<file path="src/rtl/ion_frame_serializer_pkg.sv">
// Shared definitions for the ion frame serializer: FSM state encoding,
// default sync byte and frame geometry constants.
package ion_frame_serializer_pkg;

  typedef enum logic [2:0] {
    ST_IDLE    = 3'd0,
    ST_SYNC    = 3'd1,
    ST_MASK    = 3'd2,
    ST_PAYLOAD = 3'd3,
    ST_CHECK   = 3'd4
  } state_e;

  localparam logic [7:0] SYNC_BYTE_DEFAULT = 8'hA5;

  // sync + mask + payload + checksum
  localparam int FRAME_LEN     = 17;
  localparam int PAYLOAD_BYTES = FRAME_LEN - 3;
  localparam int PAYLOAD_PAD_W = PAYLOAD_BYTES * 8;

endpackage

</file>
<file path="src/rtl/ion_frame_serializer_frame_checksum.sv">
// Byte-wide XOR accumulator used for the frame checksum.
// Ports:
//   clock    - system clock, rising edge
//   reset    - synchronous active-high reset
//   clear_i  - zero the accumulator (start of a new frame)
//   en_i     - fold byte_i into the accumulator
//   byte_i   - byte to accumulate
//   csum_o   - current accumulated XOR
module frame_checksum (
  input  logic       clock,
  input  logic       reset,
  input  logic       clear_i,
  input  logic       en_i,
  input  logic [7:0] byte_i,
  output logic [7:0] csum_o
);

  logic [7:0] csum_q, csum_d;

  always_comb begin
    csum_d = csum_q;
    if (clear_i) begin
      csum_d = 8'h00;
    end else if (en_i) begin
      csum_d = csum_q ^ byte_i;
    end
  end

  always_ff @(posedge clock) begin
    if (reset) begin
      csum_q <= 8'h00;
    end else begin
      csum_q <= csum_d;
    end
  end

  assign csum_o = csum_q;

endmodule

</file>
<file path="src/rtl/ion_frame_serializer.sv">
// Captures a sensor mask and payload from the ion stage and streams it out
// as a framed byte sequence: SYNC, mask, payload bytes MSB-first, checksum.
// Ports:
//   clock, reset - system clock (rising edge), synchronous active-high reset
//   ready        - per-sensor mask; nonzero offers a frame
//   data_in      - sensor payload
//   taken        - one-cycle pulse when ready/data_in are captured
//   tx_data      - byte to the transmitter (00 when idle)
//   tx_valid     - tx_data is valid
//   tx_ready     - transmitter accepts the byte this cycle
//   busy         - a frame is in progress
module ion_frame_serializer
  import ion_frame_serializer_pkg::*;
#(
  parameter logic [7:0] SYNC_BYTE = SYNC_BYTE_DEFAULT,
  parameter int         PAYLOAD_W = 110
) (
  input  logic                 clock,
  input  logic                 reset,
  input  logic [7:0]           ready,
  input  logic [PAYLOAD_W-1:0] data_in,
  output logic                 taken,
  output logic [7:0]           tx_data,
  output logic                 tx_valid,
  input  logic                 tx_ready,
  output logic                 busy
);

  state_e                   state_q, state_d;
  logic [3:0]               idx_q, idx_d;
  logic [7:0]               mask_q, mask_d;
  logic [PAYLOAD_PAD_W-1:0] payload_q, payload_d;
  logic                     capture;
  logic                     csum_en;
  logic [7:0]               csum;

  frame_checksum u_checksum (
    .clock   (clock),
    .reset   (reset),
    .clear_i (capture),
    .en_i    (csum_en),
    .byte_i  (tx_data),
    .csum_o  (csum)
  );

  always_comb begin
    state_d   = state_q;
    idx_d     = idx_q;
    mask_d    = mask_q;
    payload_d = payload_q;
    capture   = 1'b0;
    csum_en   = 1'b0;
    tx_valid  = 1'b1;
    tx_data   = 8'h00;
    case (state_q)
      ST_IDLE: begin
        tx_valid = 1'b0;
        if (ready != 8'h00) begin
          capture   = 1'b1;
          mask_d    = ready;
          // width cast zero-pads the payload on the left
          payload_d = PAYLOAD_PAD_W'(data_in);
          idx_d     = 4'd0;
          state_d   = ST_SYNC;
        end
      end
      ST_SYNC: begin
        tx_data = SYNC_BYTE;
        if (tx_ready) state_d = ST_MASK;
      end
      ST_MASK: begin
        tx_data = mask_q;
        if (tx_ready) begin
          csum_en = 1'b1;
          idx_d   = 4'd0;
          state_d = ST_PAYLOAD;
        end
      end
      ST_PAYLOAD: begin
        // payload register shifts left so the current byte is always on top
        tx_data = payload_q[PAYLOAD_PAD_W-1 -: 8];
        if (tx_ready) begin
          csum_en   = 1'b1;
          payload_d = payload_q << 8;
          idx_d     = idx_q + 4'd1;
          if (idx_q == 4'(PAYLOAD_BYTES - 1)) state_d = ST_CHECK;
        end
      end
      ST_CHECK: begin
        tx_data = csum;
        if (tx_ready) state_d = ST_IDLE;
      end
      default: begin
        tx_valid = 1'b0;
        state_d  = ST_IDLE;
      end
    endcase
  end

  always_ff @(posedge clock) begin
    if (reset) begin
      state_q   <= ST_IDLE;
      idx_q     <= 4'd0;
      mask_q    <= 8'h00;
      payload_q <= '0;
    end else begin
      state_q   <= state_d;
      idx_q     <= idx_d;
      mask_q    <= mask_d;
      payload_q <= payload_d;
    end
  end

  // a capture is suppressed by a coincident reset, so the pulse is too
  assign taken = capture & ~reset;
  assign busy  = (state_q != ST_IDLE);

endmodule

</file>
<file path="config.mk">
export PLATFORM = sky130hd
export DESIGN_NAME = ion_frame_serializer
export DESIGN_NICKNAME = d
export VERILOG_FILES = /design/src/rtl/ion_frame_serializer_pkg.sv /design/src/rtl/ion_frame_serializer_frame_checksum.sv /design/src/rtl/ion_frame_serializer.sv
export SDC_FILE = /design/constraint.sdc
export NUM_CORES = 1
export LEC_CHECK = 0
export BUFFER_PORTS_ARGS = -buffer_cell sky130_fd_sc_hd__buf_2
export CORE_UTILIZATION = 56
export CTS_BUF_LIST = sky130_fd_sc_hd__clkbuf_16
export DETAILED_ROUTE_END_ITERATION = 16
export PLACE_DENSITY = 0.8
export SYNTH_ARGS = -nofsm -noshare
export SYNTH_HDL_FRONTEND = slang
export SYNTH_HIERARCHICAL = 1
export SYNTH_SLANG_ARGS = --single-unit
</file>
<file path="constraint.sdc">
create_clock -name clock -period 2 [get_ports clock]
set_input_delay 0.1 -clock clock [delete_from_list [all_inputs] [get_ports clock]]
set_output_delay 0.1 -clock clock [all_outputs]
set_load 0.01 [all_outputs]
</file>
==> summary.md <==
| Metric | Value |
|---|---|
| Final setup viols | `0` |
| Multi-input gate area | `4020 um2` |
| Largest net degree at the start of global routing | `72` |
| # diodes | `0` |
| Final nets | `908` |
| Via count | `5556` |
| Avg WL per Cell | `17.26 um` |
| #FFs+latches synth | `135` |
| Fmax | `0.5290 GHz` |
| FF/Latch Area | `2703 um2` |
| Worst skew pair latency | `0.41 ns` |
| RSZ-0062 raised after global routing | `false` |
| Area growth syn-to-layout | `21.74%` |
| Final wirelength | `16.67 mm` |
| CTS tree | `yes` |
| Post-Syn Area | `7119 um2` |
| Commonest cells after routing, fill and taps aside | `dfxtp_1, buf_2, mux2i_1, a211oi_2, nor3_2` |
| # DRC | `0` |
| Clock Root Buffer | `clkbuf_16` |
| Slowest stage delay, CP | `0.31 ns` |
| Clock transition at path regs | `0.05 ns` |
| Total negative slack | `0 ns` |
| Post-CTS setup buffer count | `0` |
| Yosys warnings | `6` |
| Commonest non-fill, non-tap cell in the layout | `dfxtp_1` |
| Hpwl dp | `10.78 mm` |
| Longest Clk Path Bufs | `2` |
| CTS HTree Levels | `4` |
| Hold Crit Class | `in -> reg` |
| VDD IR max | `0.0006548 V` |
| Period utilization | `0.9452` |
| First-pass GRT wire length | `27.35 mm` |
| Vias in the first global route | `5675` |
| Slew headroom | `0.5034` |
| Pwr dens | `1074 nW/um2` |
| Distinct cells, synth | `45` |
| Worst Path Required | `1.90 ns` |
| Vias per cell | `5.752` |
| Fin. Hold Viols | `0` |
| Iter 0 DRT Violations | `321` |
| Final min period | `1.890 ns` |
| GRT Util Overall | `0.2636` |
| Outcome | `finished, final reports clean` |
| Critical path's slowest cell | `dfxtp_1` |
| Startpoint Class | `flop` |
| Synthesized net count | `791` |
| Final Max Tran Viols | `0` |
| FFs w/ async S/R, synth | `0` |
| Post-route ant nets | `0` |
| Syn avg cell area | `10.66 um2` |
| WP buf/inv | `3` |
| Critical-path cell list | `buf_4 -> nor3b_2 -> buf_4 -> nand2_1 -> o21ai_0 -> buf_2` |
| # port buffers | `131` |
| Synth Flop Type | `dfxtp_1` |
| I/O pin cnt | `132` |
| Setup CP Type | `reg -> out` |
| CP most frequent cell | `buf_4` |
| Mapped Cells | `668` |
| Critical-path maximum fanout | `18` |
| Die boundary width | `114.8 um` |
| DP Worst Slack | `0.01680 ns` |
| Proportion of layout cells with a drive suffix above 1 | `0.4461` |
| Initial Utilization | `0.5830` |
| Routability cong. | `0.7723` |
| TritonRoute pass-1 iters | `4` |
| Post-route setup slack | `0.1096 ns` |
| Initial antenna violation count | `1` |
| Height of the die | `114.8 um` |
| Sequential area share after synthesis | `0.3796` |
| Worst Path Arrival | `1.79 ns` |
| Number of CTS-inserted buffers | `17` |
| Number of max-cap violations | `0` |
| Grt total ovfl | `0` |
| Skew final | `0.004946 ns` |
| Layout fillers | `923` |
| EDFF count, synth | `0` |
| Row cnt | `40` |
| Leak Pwr | `3.876 nW` |
| CP Capture Type | `output port` |
| Sink Count | `135` |
| Worst slew pin tran | `0.7449 ns` |
| Crit-path leading delay family | `buffers and inverters` |
| Core Area | `12210 um2` |
| DIE AREA | `13170 um2` |
## layout make-up
type                       count  share of cell area
timing repair buffer         170              0.1263
clock buffer                  17             0.04908
sequential                   135              0.3118
clock inverter                15             0.02223
tap                          168             0.02425
inverter                       5            0.002454
multi-input combinational    456              0.4638
## timing repair
item	in CTS	in global routing
endpoints found under the hold margin	16	0
endpoints found under the setup margin	1	4
gates resized for setup	2	4
hold buffers	16	0
## cell families after synthesis
family | after synthesis | share of synthesized area
and+or+nand+nor | 185 | 0.1881
AOI/OAI and AO/OA | 161 | 0.2176
DFF | 135 | 0.3796
muxes | 106 | 0.1490
buffers and inverters | 77 | 0.05975
xor gates and xnor gates | 2 | 0.002461
adders and majority gates | 2 | 0.003514
## metal layers
layer  vias up  global-route usage  part of all wire
li1       2718                   -                 -
met1      2667              0.3194              0.44
met2       139              0.4465              0.49
met3        30             0.07169             0.051
met4         2              0.1030             0.017
met5         -                   0           0.00078
## worst paths after layout
path	startpoint	to	slack (ns)	cells after the start
max	state_q[0]	tx_data[4]	0.11	6
min	data_in[95]	payload_q[95]	0.04	3
max reg2reg	state_q[2]	u_checksum/csum_o[7]	0.14	5
min reg2reg	mask_q[5]	mask_q[5]	0.46	2
## tightest hold or removal path: stages
cell	delay, ns
buf_2	0.10
mux2i_1	0.12
a211oi_1	0.08
## report_power, final
part | switching [mW] | internal (mW)
combinational | 1.40 | 1.15
sequential | 0.312 | 3.16
clock | 1.12 | 2.17
## sequential cells by signal, summed over array words and instances (netlist names)
| register | cells |
|---|---|
| idx_q | 4 |
| state_q | 3 |
| mask_q | 8 |
| payload_q | 112 |
| u_checksum/csum_o | 8 |
## metrics by stage
| step | area, um2 | total power, mW | util | hold slack [ns] | instances |
|---|---|---|---|---|---|
| 2_1_floorplan | 7119 | 5.494 | - | 0.2360 | 668 |
| 3_3_place_gp | 7881 | 5.933 | 0.6454 | 0.3582 | 918 |
| 3_5_place_dp | 7881 | 6.027 | 0.6454 | 0.3634 | 918 |
| 4_1_cts | 8665 | 9.346 | 0.7095 | 0.03038 | 966 |
| 5_1_grt | 8667 | 9.718 | 0.7097 | 0.04384 | 966 |
| 6_report | 8667 | 9.308 | 0.7097 | 0.04321 | 966 |
## Yosys cell counts (8+ instances only)
cell type,instances,area [um2]
buf_6,11,123.9
buf_4,8,60.06
nand2_1,28,105.1
nor2_1,8,30.03
a21oi_1,25,125.1
a211oi_2,80,1001
nor3_1,25,125.1
buf_1,8,30.03
nand3_1,19,95.09
buf_2,10,50.05
clkbuf_1,34,127.6
o21ai_0,8,40.04
dfxtp_1,135,2703
a211oi_1,22,165.2
nor3_2,79,790.8
mux2i_1,106,1061
nand3b_1,11,82.58
Power figures use the tool's default switching activity.
